==> config.mk <==
export PLATFORM = sky130hd
export DESIGN_NAME = dbg_cap_wr_ctrl_flat
export DESIGN_NICKNAME = d
export VERILOG_FILES = /design/src/rtl/dbg_cap_pkg.sv /design/src/rtl/dbg_cap_wr_ctrl_if.sv /design/src/rtl/dbg_cap_decim.sv /design/src/rtl/dbg_cap_wr_ctrl.sv /design/src/flat_wrapper.sv
export SDC_FILE = /design/constraint.sdc
export NUM_CORES = 1
export LEC_CHECK = 0
export CAP_MARGIN = 20
export CORE_UTILIZATION = 28
export DETAILED_ROUTE_END_ITERATION = 8
export PLACE_DENSITY_LB_ADDON = 0.3
export SYNTH_ARGS = -nofsm -noshare
export SYNTH_HDL_FRONTEND = slang
export SYNTH_HIERARCHICAL = 1
export SYNTH_SLANG_ARGS = --single-unit
export TNS_END_PERCENT = 1
==> constraint.sdc <==
create_clock -name clk -period 2.1 [get_ports clk]
set_input_delay 0.21 -clock clk [delete_from_list [all_inputs] [get_ports clk]]
set_output_delay 0.21 -clock clk [all_outputs]
set_load 0.05 [all_outputs]
==> src/rtl/dbg_cap_pkg.sv <==
// Shared definitions for the debug-capture write controller.
//   - Default RAM geometry (depth, address width, sample width).
//   - Capture FSM state encoding (3 bits).
package dbg_cap_pkg;

  localparam int RAM_DEPTH_DEF  = 4096;
  localparam int ADDR_WIDTH_DEF = 12;
  localparam int DATA_WIDTH_DEF = 32;

  typedef enum logic [2:0] {
    IDLE  = 3'd0,
    PRE   = 3'd1,
    ARMED = 3'd2,
    POST  = 3'd3,
    DONE  = 3'd4
  } cap_state_t;

endpackage

==> src/rtl/dbg_cap_wr_ctrl_if.sv <==
// Write port of the debug sample RAM (single write port, 1R1W RAM).
//   master : capture controller, drives cs/wr/addr/din
//   slave  : RAM write port (or a monitor)
interface dbg_cap_wr_ctrl_if
  import dbg_cap_pkg::*;
#(
  parameter int ADDR_WIDTH = ADDR_WIDTH_DEF,
  parameter int DATA_WIDTH = DATA_WIDTH_DEF
);
  logic                  ram_cs;
  logic                  ram_wr;
  logic [ADDR_WIDTH-1:0] ram_addr;
  logic [DATA_WIDTH-1:0] ram_din;

  modport master (output ram_cs, ram_wr, ram_addr, ram_din);
  modport slave  (input  ram_cs, ram_wr, ram_addr, ram_din);
endinterface

==> src/rtl/dbg_cap_decim.sv <==
// Sample-accept gate used when decimation is enabled.
//   clk, rst_n : capture clock, async active-low reset
//   clr        : restarts the decimation phase (pulsed on arm)
//   smp_vld    : raw sample valid
//   decim      : accept one out of every (decim+1) valid samples
//   accept     : strobe, high on the accepted valid sample
module dbg_cap_decim (
  input  logic       clk,
  input  logic       rst_n,
  input  logic       clr,
  input  logic       smp_vld,
  input  logic [7:0] decim,
  output logic       accept
);
  logic [7:0] cnt;

  // The (decim+1)-th valid sample after a clear is the first one accepted.
  assign accept = smp_vld && (cnt == decim);

  always_ff @(posedge clk or negedge rst_n) begin
    if (!rst_n)       cnt <= '0;
    else if (clr)     cnt <= '0;
    else if (smp_vld) cnt <= accept ? 8'd0 : cnt + 8'd1;
  end
endmodule

==> src/rtl/dbg_cap_wr_ctrl.sv <==
// Write-side capture controller for the debug sample RAM.
// Writes an ADC sample stream into a circular buffer, keeps cfg_pre_len
// samples ahead of the trigger and cfg_post_len samples from the trigger
// on (trigger sample included), then stops and reports done.
//   clk, rst_n          : capture clock, async active-low reset
//   cfg_arm/cfg_abort   : start / cancel a capture (abort wins)
//   cfg_pre_len/post_len: capture window, latched on arm
//   cfg_decim           : decimation ratio (only with DBG_CAP_DECIM_EN)
//   trig_in, smp_vld, smp_data : sample stream and trigger level
//   ram                 : RAM write port (registered, one cycle after accept)
//   sts_*               : busy, done, trigger address, wrapped flag
// Optional feature macro: DBG_CAP_DECIM_EN (adds cfg_decim and the
// dbg_cap_decim accept gate).
module dbg_cap_wr_ctrl
  import dbg_cap_pkg::*;
#(
  parameter int RAM_DEPTH  = RAM_DEPTH_DEF,
  parameter int ADDR_WIDTH = ADDR_WIDTH_DEF,
  parameter int DATA_WIDTH = DATA_WIDTH_DEF
) (
  input  logic                  clk,
  input  logic                  rst_n,
  input  logic                  cfg_arm,
  input  logic                  cfg_abort,
  input  logic [ADDR_WIDTH-1:0] cfg_pre_len,
  input  logic [ADDR_WIDTH-1:0] cfg_post_len,
`ifdef DBG_CAP_DECIM_EN
  input  logic [7:0]            cfg_decim,
`endif
  input  logic                  trig_in,
  input  logic                  smp_vld,
  input  logic [DATA_WIDTH-1:0] smp_data,
  dbg_cap_wr_ctrl_if.master     ram,
  output logic                  sts_busy,
  output logic                  sts_done,
  output logic [ADDR_WIDTH-1:0] sts_trig_addr,
  output logic                  sts_wrap
);
  localparam logic [ADDR_WIDTH-1:0] LAST_ADDR = ADDR_WIDTH'(RAM_DEPTH - 1);
  localparam logic [ADDR_WIDTH-1:0] ONE       = ADDR_WIDTH'(1);

  cap_state_t            state, state_nxt;
  logic [ADDR_WIDTH-1:0] ptr, pre_cnt, post_cnt, pre_len_q, post_len_q;
  logic [ADDR_WIDTH-1:0] pre_cnt_inc, post_cnt_inc;
  logic                  accept, wr_en, trig_hit, arm_go;
  logic                  vld_p1;
  logic [ADDR_WIDTH-1:0] addr_p1;
  logic [DATA_WIDTH-1:0] din_p1;

`ifdef DBG_CAP_DECIM_EN
  logic [7:0] decim_q;

  always_ff @(posedge clk or negedge rst_n) begin
    if (!rst_n)      decim_q <= '0;
    else if (arm_go) decim_q <= cfg_decim;
  end

  dbg_cap_decim u_decim (
    .clk     (clk),
    .rst_n   (rst_n),
    .clr     (cfg_arm),
    .smp_vld (smp_vld),
    .decim   (decim_q),
    .accept  (accept)
  );
`else
  assign accept = smp_vld;
`endif

  assign arm_go       = cfg_arm && !cfg_abort;
  assign pre_cnt_inc  = pre_cnt + ONE;
  assign post_cnt_inc = post_cnt + ONE;

  // Next state and per-cycle write decision. The arm/abort cycle never
  // writes its own sample.
  always_comb begin
    state_nxt = state;
    wr_en     = 1'b0;
    trig_hit  = 1'b0;
    if (cfg_abort) begin
      state_nxt = IDLE;
    end else if (cfg_arm) begin
      state_nxt = (cfg_pre_len == '0) ? ARMED : PRE;
    end else if (accept) begin
      case (state)
        PRE: begin
          wr_en = 1'b1;
          if (pre_cnt_inc == pre_len_q) state_nxt = ARMED;
        end
        ARMED: begin
          wr_en = 1'b1;
          if (trig_in) begin
            trig_hit  = 1'b1;
            state_nxt = (post_len_q <= ONE) ? DONE : POST;
          end
        end
        POST: begin
          wr_en = 1'b1;
          if (post_cnt_inc == post_len_q) state_nxt = DONE;
        end
        default: ;
      endcase
    end
  end

  always_ff @(posedge clk or negedge rst_n) begin
    if (!rst_n) begin
      state         <= IDLE;
      ptr           <= '0;
      pre_cnt       <= '0;
      post_cnt      <= '0;
      pre_len_q     <= '0;
      post_len_q    <= '0;
      sts_trig_addr <= '0;
      sts_wrap      <= 1'b0;
      sts_done      <= 1'b0;
      vld_p1        <= 1'b0;
      addr_p1       <= '0;
      din_p1        <= '0;
    end else begin
      state  <= state_nxt;
      // stage p1: registered RAM write port
      vld_p1 <= wr_en;
      if (wr_en) begin
        addr_p1 <= ptr;
        din_p1  <= smp_data;
        ptr     <= ptr + ONE;
        if (ptr == LAST_ADDR) sts_wrap <= 1'b1;
      end
      if (arm_go) begin
        ptr        <= '0;
        pre_cnt    <= '0;
        post_cnt   <= '0;
        sts_done   <= 1'b0;
        sts_wrap   <= 1'b0;
        pre_len_q  <= cfg_pre_len;
        post_len_q <= cfg_post_len;
      end
      if (wr_en && state == PRE) pre_cnt <= pre_cnt_inc;
      if (trig_hit) begin
        sts_trig_addr <= ptr;
        post_cnt      <= ONE;
      end else if (wr_en && state == POST) begin
        post_cnt <= post_cnt_inc;
      end
      if (state_nxt == DONE && state != DONE) sts_done <= 1'b1;
    end
  end

  assign sts_busy     = (state != IDLE) && (state != DONE);
  assign ram.ram_cs   = vld_p1;
  assign ram.ram_wr   = vld_p1;
  assign ram.ram_addr = addr_p1;
  assign ram.ram_din  = din_p1;

endmodule
==> src/flat_wrapper.sv <==
// flat-port wrapper written by rule: the top's interface ports become plain ports
module dbg_cap_wr_ctrl_flat import dbg_cap_pkg::*;
#(
  parameter int RAM_DEPTH  = RAM_DEPTH_DEF,
  parameter int ADDR_WIDTH = ADDR_WIDTH_DEF,
  parameter int DATA_WIDTH = DATA_WIDTH_DEF
)
  (clk, rst_n, cfg_arm, cfg_abort, cfg_pre_len, cfg_post_len, trig_in, smp_vld, smp_data, sts_busy, sts_done, sts_trig_addr, sts_wrap, ram_ram_cs, ram_ram_wr, ram_ram_addr, ram_ram_din);
  dbg_cap_wr_ctrl_if #(.ADDR_WIDTH(ADDR_WIDTH), .DATA_WIDTH(DATA_WIDTH)) ram_i ();
  input  logic clk;
  input  logic rst_n;
  input  logic cfg_arm;
  input  logic cfg_abort;
  input  logic [ADDR_WIDTH-1:0] cfg_pre_len;
  input  logic [ADDR_WIDTH-1:0] cfg_post_len;
  input  logic trig_in;
  input  logic smp_vld;
  input  logic [DATA_WIDTH-1:0] smp_data;
  output logic sts_busy;
  output logic sts_done;
  output logic [ADDR_WIDTH-1:0] sts_trig_addr;
  output logic sts_wrap;
  output wire logic [$bits(ram_i.ram_cs)-1:0] ram_ram_cs;
  output wire logic [$bits(ram_i.ram_wr)-1:0] ram_ram_wr;
  output wire logic [$bits(ram_i.ram_addr)-1:0] ram_ram_addr;
  output wire logic [$bits(ram_i.ram_din)-1:0] ram_ram_din;
  assign ram_ram_cs = ram_i.ram_cs;
  assign ram_ram_wr = ram_i.ram_wr;
  assign ram_ram_addr = ram_i.ram_addr;
  assign ram_ram_din = ram_i.ram_din;
  dbg_cap_wr_ctrl #(.RAM_DEPTH(RAM_DEPTH), .ADDR_WIDTH(ADDR_WIDTH), .DATA_WIDTH(DATA_WIDTH)) u_core (.clk(clk), .rst_n(rst_n), .cfg_arm(cfg_arm), .cfg_abort(cfg_abort), .cfg_pre_len(cfg_pre_len), .cfg_post_len(cfg_post_len), .trig_in(trig_in), .smp_vld(smp_vld), .smp_data(smp_data), .ram(ram_i), .sts_busy(sts_busy), .sts_done(sts_done), .sts_trig_addr(sts_trig_addr), .sts_wrap(sts_wrap));
endmodule
==> flow_metrics.py, run 1 <==
metrics = {
    "place": {
        "dp.final_hpwl_um": 11700,
        "numPortBuffers": 122,
        "place_inst": 1136,
        "gp_congestion": 0.881,
        "pre_cts_slack_ns": -0.181,
        "dpl-instance-area_um2": 8160,
    },
    "global_routing": {
        "grt-ovfl-total": 0,
        "total_global_route_track_usage_pct": 16.0,
        "vias_in_the_first_global_route": 5459,
        "pin_count_of_the_biggest_net_entering_global_routing": 48,
        "antenna_found_initial": 0,
        "grt_first_pass_wirelength_um": 27700,
    },
    "clocking": {
        "clkSinkCount": 122,
        "worst_setup_hold_path_clk_slew_ns": 0.06,
        "maximum_level_of_the_cts_h_tree": 4,
        "insertion_delay_ns": 0.42,
        "ctsLongestPathBuffers": 2,
        "tritoncts.num_buffers": 17,
        "clock_tree_from_tritoncts": "built",
        "cts_root_buffer": "sky130_fd_sc_hd__clkbuf_16",
    },
    "setup_path": {
        "worstSetupStartpointType": "flip-flop",
        "r2r.worst_path.cells": 7,
        "crit_path_frequent_cell": "sky130_fd_sc_hd__o31ai_2",
        "worst_setup_path_end_kind": "flip-flop",
        "cp_slowest_cell": "sky130_fd_sc_hd__dfrtp_1",
        "critical_path_required_ns": 2.42,
        "path_class": "reg -> reg",
        "cp_slowest_stage_delay_ns": 0.41,
        "cp_cell_sequence": "or3b_4 > a2111oi_4 > o31ai_2 > nor4_2 > nand3_1 > a211o_1 > o31ai_2",
        "critical_path_arrival_ns": 2.60,
        "path_max_fanout": 4,
    },
    "floorplan": {
        "initial_utilization_pct": 28.6,
        "die_h_um": 149,
        "die_w_um": 149,
        "row_count": 53,
        "coreArea_um2": 21000,
        "top_level_ports": 123,
        "die_area_um2": 22100,
    },
    "yosys": {
        "synth.lib_cells_used.distinct": 66,
        "flip_flop_cell_with_the_highest_count_after_synthesis": "sky130_fd_sc_hd__dfrtp_1",
        "yosysWarnings": 6,
        "synth.ff_latch_count": 122,
        "synth_area_um2": 6020,
        "syn_avg_cell_area_um2": 8.87,
        "async_flop_share_pct": 100,
        "mappedNetlistNets": 744,
        "synthesized_netlist_cell_count": 679,
        "synth_sequential_area_ratio_pct": 50.7,
        "synth_enable_flop_cells": 0,
    },
    "timing": {
        "setup_tns_final_ns": -0.188,
        "achievable_freq_mhz": 440,
        "skew_ns": 0.0125,
        "rsz0062_at_grt": "yes",
        "final_max_slew_viol_count": 0,
        "slew_headroom_pct": 64.1,
        "post-route-period-util_pct": 108,
        "setup_slack_ns": -0.171,
        "post_route_hold_slack_ns": 0.300,
        "timing.final.crit_period_ns": 2.27,
        "report.final.setup_viol": 2,
        "tightest_slew_ns": 0.537,
        "finalHoldViolations": 0,
    },
    "detailed_routing": {
        "avgViaCountPerCell": 4.61,
        "routed_wl_um": 16500,
        "drtAntennaViolNets": 0,
        "routed-via-count": 5396,
        "drt_first_pass_iters": 4,
        "drtIter0Drc": 340,
        "wl_per_cell_um": 14.1,
        "drc_errors": 0,
    },
    "power_and_ir_drop": {
        "p_leak_nw": 4.17,
        "worst_voltage_drop_across_the_vdd_grid_mv": 0.463,
        "cellPowerDensity_nw_per_um2": 863,
        "total_power_mw": 7.62,
    },
    "cells_and_area": {
        "final_layout_size_suffix_gt1_share_pct": 19.7,
        "multiInputGateArea_um2": 2810,
        "design_area_um2": 8830,
        "finish.utilization_pct": 42.0,
        "sequential_cell_area_um2": 3050,
        "final_cell_count_no_fill": 1170,
        "antenna_diodes": 0,
        "syn2layout_area_growth_pct": 46.6,
        "final_net_count": 947,
        "num-fill-cells": 2093,
    },
    "outcome": {
        "run_status": "complete, but fails checks",
        "failed_checks": "setup timing",
    },
    "min_path": {
        "worst_hold_class": "in -> async",
    },
    "run": {
        "max_cap_viol_count": 0,
    },
}
-- worst max-delay path, delay by kind of cell, from the launching register on --
family / cells / cell delay, ns
flops: 1 / 0.41
simple gates: 3 / 0.76
compound gates: 4 / 1.00
-- repair_timing --
| item | in CTS | in global routing |
|---|---|---|
| endpoints found under the setup margin | 3 | 19 |
| buffers inserted | 0 | 1 |
| resized for setup | 4 | 9 |
| hold buffers | 1 | 0 |
| pin swaps | 0 | 5 |
| endpoints found under the hold margin | 34 | 0 |
-- kinds of logic (layout without fill, tap and decap cells) --
logic type / Yosys count / in the layout / synth area share [%]
compound gates: 97 / 97 / 10.4
xor+xnor: 35 / 35 / 5.22
fa+ha+maj: 3 / 3 / 0.624
buf+inv: 45 / 261 / 3.68
flops: 122 / 122 / 50.7
mux: 16 / 16 / 2.95
simple gates: 361 / 361 / 26.4
-- state kept, by name, summed over array words and instances, names as in the netlist --
register and flops:
u_core/sts_wrap 1, u_core/pre_len_q 12, u_core/state 3, u_core/sts_done 1, u_core/post_len_q 12, u_core/ptr 12, u_core/post_cnt 12, u_core/ram.ram_cs 1
u_core/ram.ram_addr 12, u_core/pre_cnt 12, u_core/ram.ram_din 32, u_core/sts_trig_addr 12
-- cell type report --
cell class	instances	area share, %
Multi-Input combinational cell	512	31.8
Clock inverter	13	1.63
Timing Repair Buffer	220	22.6
Tap cell	275	3.90
Sequential cell	122	34.6
Inverter	9	0.383
Clock buffer	19	5.13
-- cell usage after synthesis (4+ instances only) --
library cell / n / share of area, %
sky130_fd_sc_hd__nand2_1: 242 / 15
sky130_fd_sc_hd__dfrtp_1: 122 / 51
sky130_fd_sc_hd__o21ai_0: 48 / 4.0
sky130_fd_sc_hd__nor2_1: 33 / 2.1
sky130_fd_sc_hd__clkbuf_1: 23 / 1.4
sky130_fd_sc_hd__xnor2_1: 18 / 2.6
sky130_fd_sc_hd__xor2_1: 16 / 2.3
sky130_fd_sc_hd__nand3_1: 15 / 1.2
sky130_fd_sc_hd__nor3_1: 14 / 1.2
sky130_fd_sc_hd__mux2_2: 13 / 2.4
sky130_fd_sc_hd__a21oi_1: 10 / 0.83
sky130_fd_sc_hd__and3_1: 10 / 1.0
sky130_fd_sc_hd__inv_1: 9 / 0.56
sky130_fd_sc_hd__nand4_1: 8 / 0.83
sky130_fd_sc_hd__nor4_1: 7 / 0.73
sky130_fd_sc_hd__a31oi_1: 5 / 0.52
sky130_fd_sc_hd__and2_1: 5 / 0.52
sky130_fd_sc_hd__o31ai_1: 5 / 0.62
sky130_fd_sc_hd__buf_2: 4 / 0.33
sky130_fd_sc_hd__buf_6: 4 / 0.75
sky130_fd_sc_hd__or3_1: 4 / 0.42
-- worst paths after layout --
kind / start / endpoint / slack, ns
worst min register to register: u_core/ram.ram_din[2]$_DFFE_PN0P_ / u_core/ram.ram_din[2]$_DFFE_PN0P_ / 0.47
worst max-delay path: u_core/post_cnt[9]$_DFFE_PN0P_ / u_core/sts_done$_DFFE_PN0P_ / -0.17
worst max register to register: u_core/post_cnt[9]$_DFFE_PN0P_ / u_core/sts_done$_DFFE_PN0P_ / -0.17
max in group asynchronous: rst_n / u_core/pre_len_q[11]$_DFFE_PN0P_ / 1.14
worst min-delay path: rst_n / u_core/ram.ram_din[17]$_DFFE_PN0P_ / 0.30
min in group clk: smp_data[8] / u_core/ram.ram_din[8]$_DFFE_PN0P_ / 0.31
-- placed cells by master, fill, tap and decap left out, types with 5 or more instances in the layout --
cell                              count
sky130_fd_sc_hd__a21oi_1             10
sky130_fd_sc_hd__a31oi_1              5
sky130_fd_sc_hd__and2_1               5
sky130_fd_sc_hd__and3_1               9
sky130_fd_sc_hd__buf_4               96
sky130_fd_sc_hd__clkbuf_16           17
sky130_fd_sc_hd__clkdlybuf4s50_1    120
sky130_fd_sc_hd__clkinv_4             5
sky130_fd_sc_hd__dfrtp_1            122
sky130_fd_sc_hd__inv_1                8
sky130_fd_sc_hd__mux2_2              13
sky130_fd_sc_hd__nand2_1            241
sky130_fd_sc_hd__nand3_1             15
sky130_fd_sc_hd__nand4_1              8
sky130_fd_sc_hd__nor2_1              31
sky130_fd_sc_hd__nor3_1              13
sky130_fd_sc_hd__nor4_1               6
sky130_fd_sc_hd__o21ai_0             48
sky130_fd_sc_hd__xnor2_1             17
sky130_fd_sc_hd__xor2_1              16
-- routing by layer --
| layer | share of wire [%] | global-route usage, % | routed length [µm] |
|---|---|---|---|
| met3 | 6.1 | 5.55 | 998 |
| met4 | 0.59 | 3.56 | 97 |
| met5 | 0 | 0 | 0 |
| met1 | 48 | 21.2 | 7890 |
| met2 | 45 | 24.9 | 7480 |
-- where the power goes --
group | switching [mW] | internal, mW | total [mW]
Combinational | 1.18 | 0.703 | 1.89
Sequential | 0.166 | 2.61 | 2.77
Clock | 1.14 | 1.82 | 2.96
Total | 2.49 | 5.13 | 7.62
No activity file was read; power rests on OpenSTA's default activity.
==> run 2, diff against run 1 <==
--- a/config.mk
+++ b/config.mk
@@ -8,7 +8,8 @@
 export CAP_MARGIN = 20
 export CORE_UTILIZATION = 28
 export DETAILED_ROUTE_END_ITERATION = 8
-export PLACE_DENSITY_LB_ADDON = 0.3
+export PLACE_DENSITY = 0.47
+export RECOVER_POWER = 100
 export SYNTH_ARGS = -nofsm -noshare
 export SYNTH_HDL_FRONTEND = slang
 export SYNTH_HIERARCHICAL = 1
==> run 2 against run 1 <==
  * Maximum frequency fell by 0.89%
  * Utilization fell by 0.30 points
  * Largest power group unchanged
  * Sequential share of layout area rose by 0.26 points
  * Clock power fell by 3%
  * Global-route usage rose by 0.57 points
  * Clock skew rose by 0.0039 ns
  * Sequential power barely moved
  * The flow still finishes with violations (setup timing)
  * Die area did not move
  * Cell area fell by 0.71%
==> flow_metrics.py, run 2 (synthesized netlist as in run 1, its figures left out) <==
metrics = {
    "outcome": {
        "run_status": "complete, but fails checks",
        "failed_checks": "setup timing",
    },
    "clocking": {
        "tritoncts.num_buffers": 17,
        "insertion_delay_ns": 0.43,
        "clkSinkCount": 122,
        "ctsLongestPathBuffers": 2,
        "clock_tree_from_tritoncts": "built",
        "maximum_level_of_the_cts_h_tree": 4,
        "cts_root_buffer": "sky130_fd_sc_hd__clkbuf_16",
        "worst_setup_hold_path_clk_slew_ns": 0.06,
    },
    "min_path": {
        "worstHoldPathCells": 3,
        "worst_hold_path.endpoint": "u_core/ram.ram_din[23]$_DFFE_PN0P_",
        "hp-start": "smp_data[23]",
        "worst_hold_class": "in -> reg",
    },
    "cells_and_area": {
        "sequential_cell_area_um2": 3050,
        "finish.utilization_pct": 41.7,
        "final_cell_mix": "sky130_fd_sc_hd__nand2_1 (241), sky130_fd_sc_hd__dfrtp_1 (121), sky130_fd_sc_hd__buf_4 (80), sky130_fd_sc_hd__dlygate4sd3_1 (62), sky130_fd_sc_hd__clkdlybuf4s50_1 (59)",
        "multiInputGateArea_um2": 2840,
        "largest_reg_flops": 32,
        "mostFrequentLayoutCell": "sky130_fd_sc_hd__nand2_1",
        "antenna_diodes": 0,
        "final_net_count": 944,
        "syn2layout_area_growth_pct": 45.6,
        "final_layout_size_suffix_gt1_share_pct": 19.2,
        "num-fill-cells": 2036,
    },
    "setup_path": {
        "cp_slowest_cell": "sky130_fd_sc_hd__dfrtp_1",
        "crit-reg2reg-launch": "u_core/post_cnt[1]$_DFFE_PN0P_",
        "cp_top_family": "compound AO/OA/AOI/OAI gates",
        "critical_path_arrival_ns": 2.62,
        "cp_cell_sequence": "buf_4 > nand3_2 > buf_4 > mux2_2 > mux2i_1 > a221oi_2 > buf_4 > nand3_1 > a211o_1 > o31ai_2",
        "setup.reg_to_reg.worst_slack_ns": -0.19,
        "path_max_fanout": 5,
        "crit_path_frequent_cell": "sky130_fd_sc_hd__buf_4",
        "r2r.worst_path.cells": 10,
        "critical_path_required_ns": 2.42,
        "cp_num_buf_inv": 3,
        "path_class": "reg -> reg",
        "cp_slowest_stage_delay_ns": 0.38,
        "rr_endpoint": "u_core/sts_done$_DFFE_PN0P_",
        "worstSetupStartpointType": "flip-flop",
        "worst_setup_path_end_kind": "flip-flop",
    },
    "place": {
        "dp.final_hpwl_um": 12200,
        "gp_congestion": 0.836,
        "numPortBuffers": 122,
    },
    "floorplan": {
        "die_h_um": 149,
        "die_w_um": 149,
        "top_level_ports": 123,
        "initial_utilization_pct": 28.6,
        "die_area_um2": 22100,
        "coreArea_um2": 21000,
        "row_count": 53,
    },
    "global_routing": {
        "grt-ovfl-total": 0,
        "pin_count_of_the_biggest_net_entering_global_routing": 55,
        "vias_in_the_first_global_route": 5530,
        "antenna_found_initial": 0,
        "grt_first_pass_wirelength_um": 28500,
        "total_global_route_track_usage_pct": 16.5,
    },
    "timing": {
        "setup_tns_final_ns": -0.236,
        "report.final.setup_viol": 2,
        "post-route-period-util_pct": 109,
        "final_max_slew_viol_count": 0,
        "rsz0062_at_grt": "yes",
        "finalHoldViolations": 0,
        "slew_headroom_pct": 47.5,
        "timing.final.crit_period_ns": 2.29,
        "skew_ns": 0.0164,
        "achievable_freq_mhz": 436,
        "setup_slack_ns": -0.191,
        "post_route_hold_slack_ns": 0.305,
        "tightest_slew_ns": 0.787,
    },
    "power_and_ir_drop": {
        "worst_voltage_drop_across_the_vdd_grid_mv": 0.506,
        "cellPowerDensity_nw_per_um2": 851,
        "total_power_mw": 7.46,
        "p_leak_nw": 4.25,
    },
    "detailed_routing": {
        "avgViaCountPerCell": 4.68,
        "routed-via-count": 5467,
        "drc_errors": 0,
        "drtIter0Drc": 270,
        "drt_first_pass_iters": 4,
        "wl_per_cell_um": 14.9,
        "drtAntennaViolNets": 0,
        "routed_wl_um": 17400,
    },
    "run": {
        "max_cap_viol_count": 0,
    },
}
run 2: cell count changes in the layout (fill, tap and decap cells not counted), sizes merged, moves of 4 or more:
cell,before,now
buf,99,82
clkdlybuf4s50,120,59
dlygate4sd3,1,62
clkinv,8,4
inv,11,15
clkbuf,19,31
run 2: final cells by class:
class	instances	area share, %
repair buffers	217	21.9
clock buffers	18	5.01
flip-flops and latches	122	34.8
multi-input cells	512	32.4
clock inverters	14	1.54
inverters	9	0.385
well taps	275	3.93
run 2: stage by stage:
step	std cells	setup WS, ns	cell area [µm²]
after floorplan	679	-0.0537	6030
after global placement	1130	-0.154	8120
after detailed placement	1130	-0.153	8120
after CTS	1163	-0.160	8720
after global routing	1167	-0.319	8760
final	1167	-0.191	8760
run 2: worst reg2reg max path: stages (launching register included):
cell and delay [ns]:
sky130_fd_sc_hd__dfrtp_1 0.38, sky130_fd_sc_hd__buf_4 0.14, sky130_fd_sc_hd__nand3_2 0.15, sky130_fd_sc_hd__buf_4 0.20, sky130_fd_sc_hd__mux2_2 0.21, sky130_fd_sc_hd__mux2i_1 0.08
sky130_fd_sc_hd__a221oi_2 0.26, sky130_fd_sc_hd__buf_4 0.17, sky130_fd_sc_hd__nand3_1 0.10, sky130_fd_sc_hd__a211o_1 0.30, sky130_fd_sc_hd__o31ai_2 0.21
run 2: worst max path at each step:
stage	from	endpoint	slack (ns)	depth (start not counted)
after floorplan	u_core/pre_cnt[0]$_DFFE_PN0P_	u_core/sts_done$_DFFE_PN0P_	-0.05	8
after global placement	u_core/pre_cnt[0]$_DFFE_PN0P_	u_core/sts_done$_DFFE_PN0P_	-0.15	9
after detailed placement	u_core/pre_cnt[0]$_DFFE_PN0P_	u_core/sts_done$_DFFE_PN0P_	-0.15	8
after CTS	u_core/post_len_q[8]$_DFFE_PN0P_	u_core/sts_done$_DFFE_PN0P_	-0.16	7
after global routing	u_core/post_cnt[8]$_DFFE_PN0P_	u_core/sts_done$_DFFE_PN0P_	-0.32	7
final	u_core/post_cnt[1]$_DFFE_PN0P_	u_core/sts_done$_DFFE_PN0P_	-0.19	10
run 2: what timing repair did:
| item | in CTS | in global routing |
|---|---|---|
| buffers inserted | 0 | 4 |
| setup endpoints to repair | 2 | 15 |
| pin swaps | 0 | 10 |
| gates resized for setup | 4 | 16 |
| hold buffers | 1 | 0 |
| gates cloned | 0 | 0 |
| endpoints found under the hold margin | 25 | 0 |
run 2: layer usage:
layer / GRT usage [%] / up-vias / routed length, µm / part of all wire, %
li1: - / 2678 / - / -
met5: 0 / - / 0 / 0
met4: 6.39 / 0 / 233 / 1.3
met1: 21.1 / 2634 / 8090 / 46
met3: 4.75 / 14 / 990 / 5.7
met2: 26.3 / 141 / 8110 / 47
run 2: where the power goes:
group          total (mW)  internal [mW]  switching, mW
sequential           2.78           2.61          0.172
combinational        1.80          0.618           1.18
clock                2.87           1.68           1.19
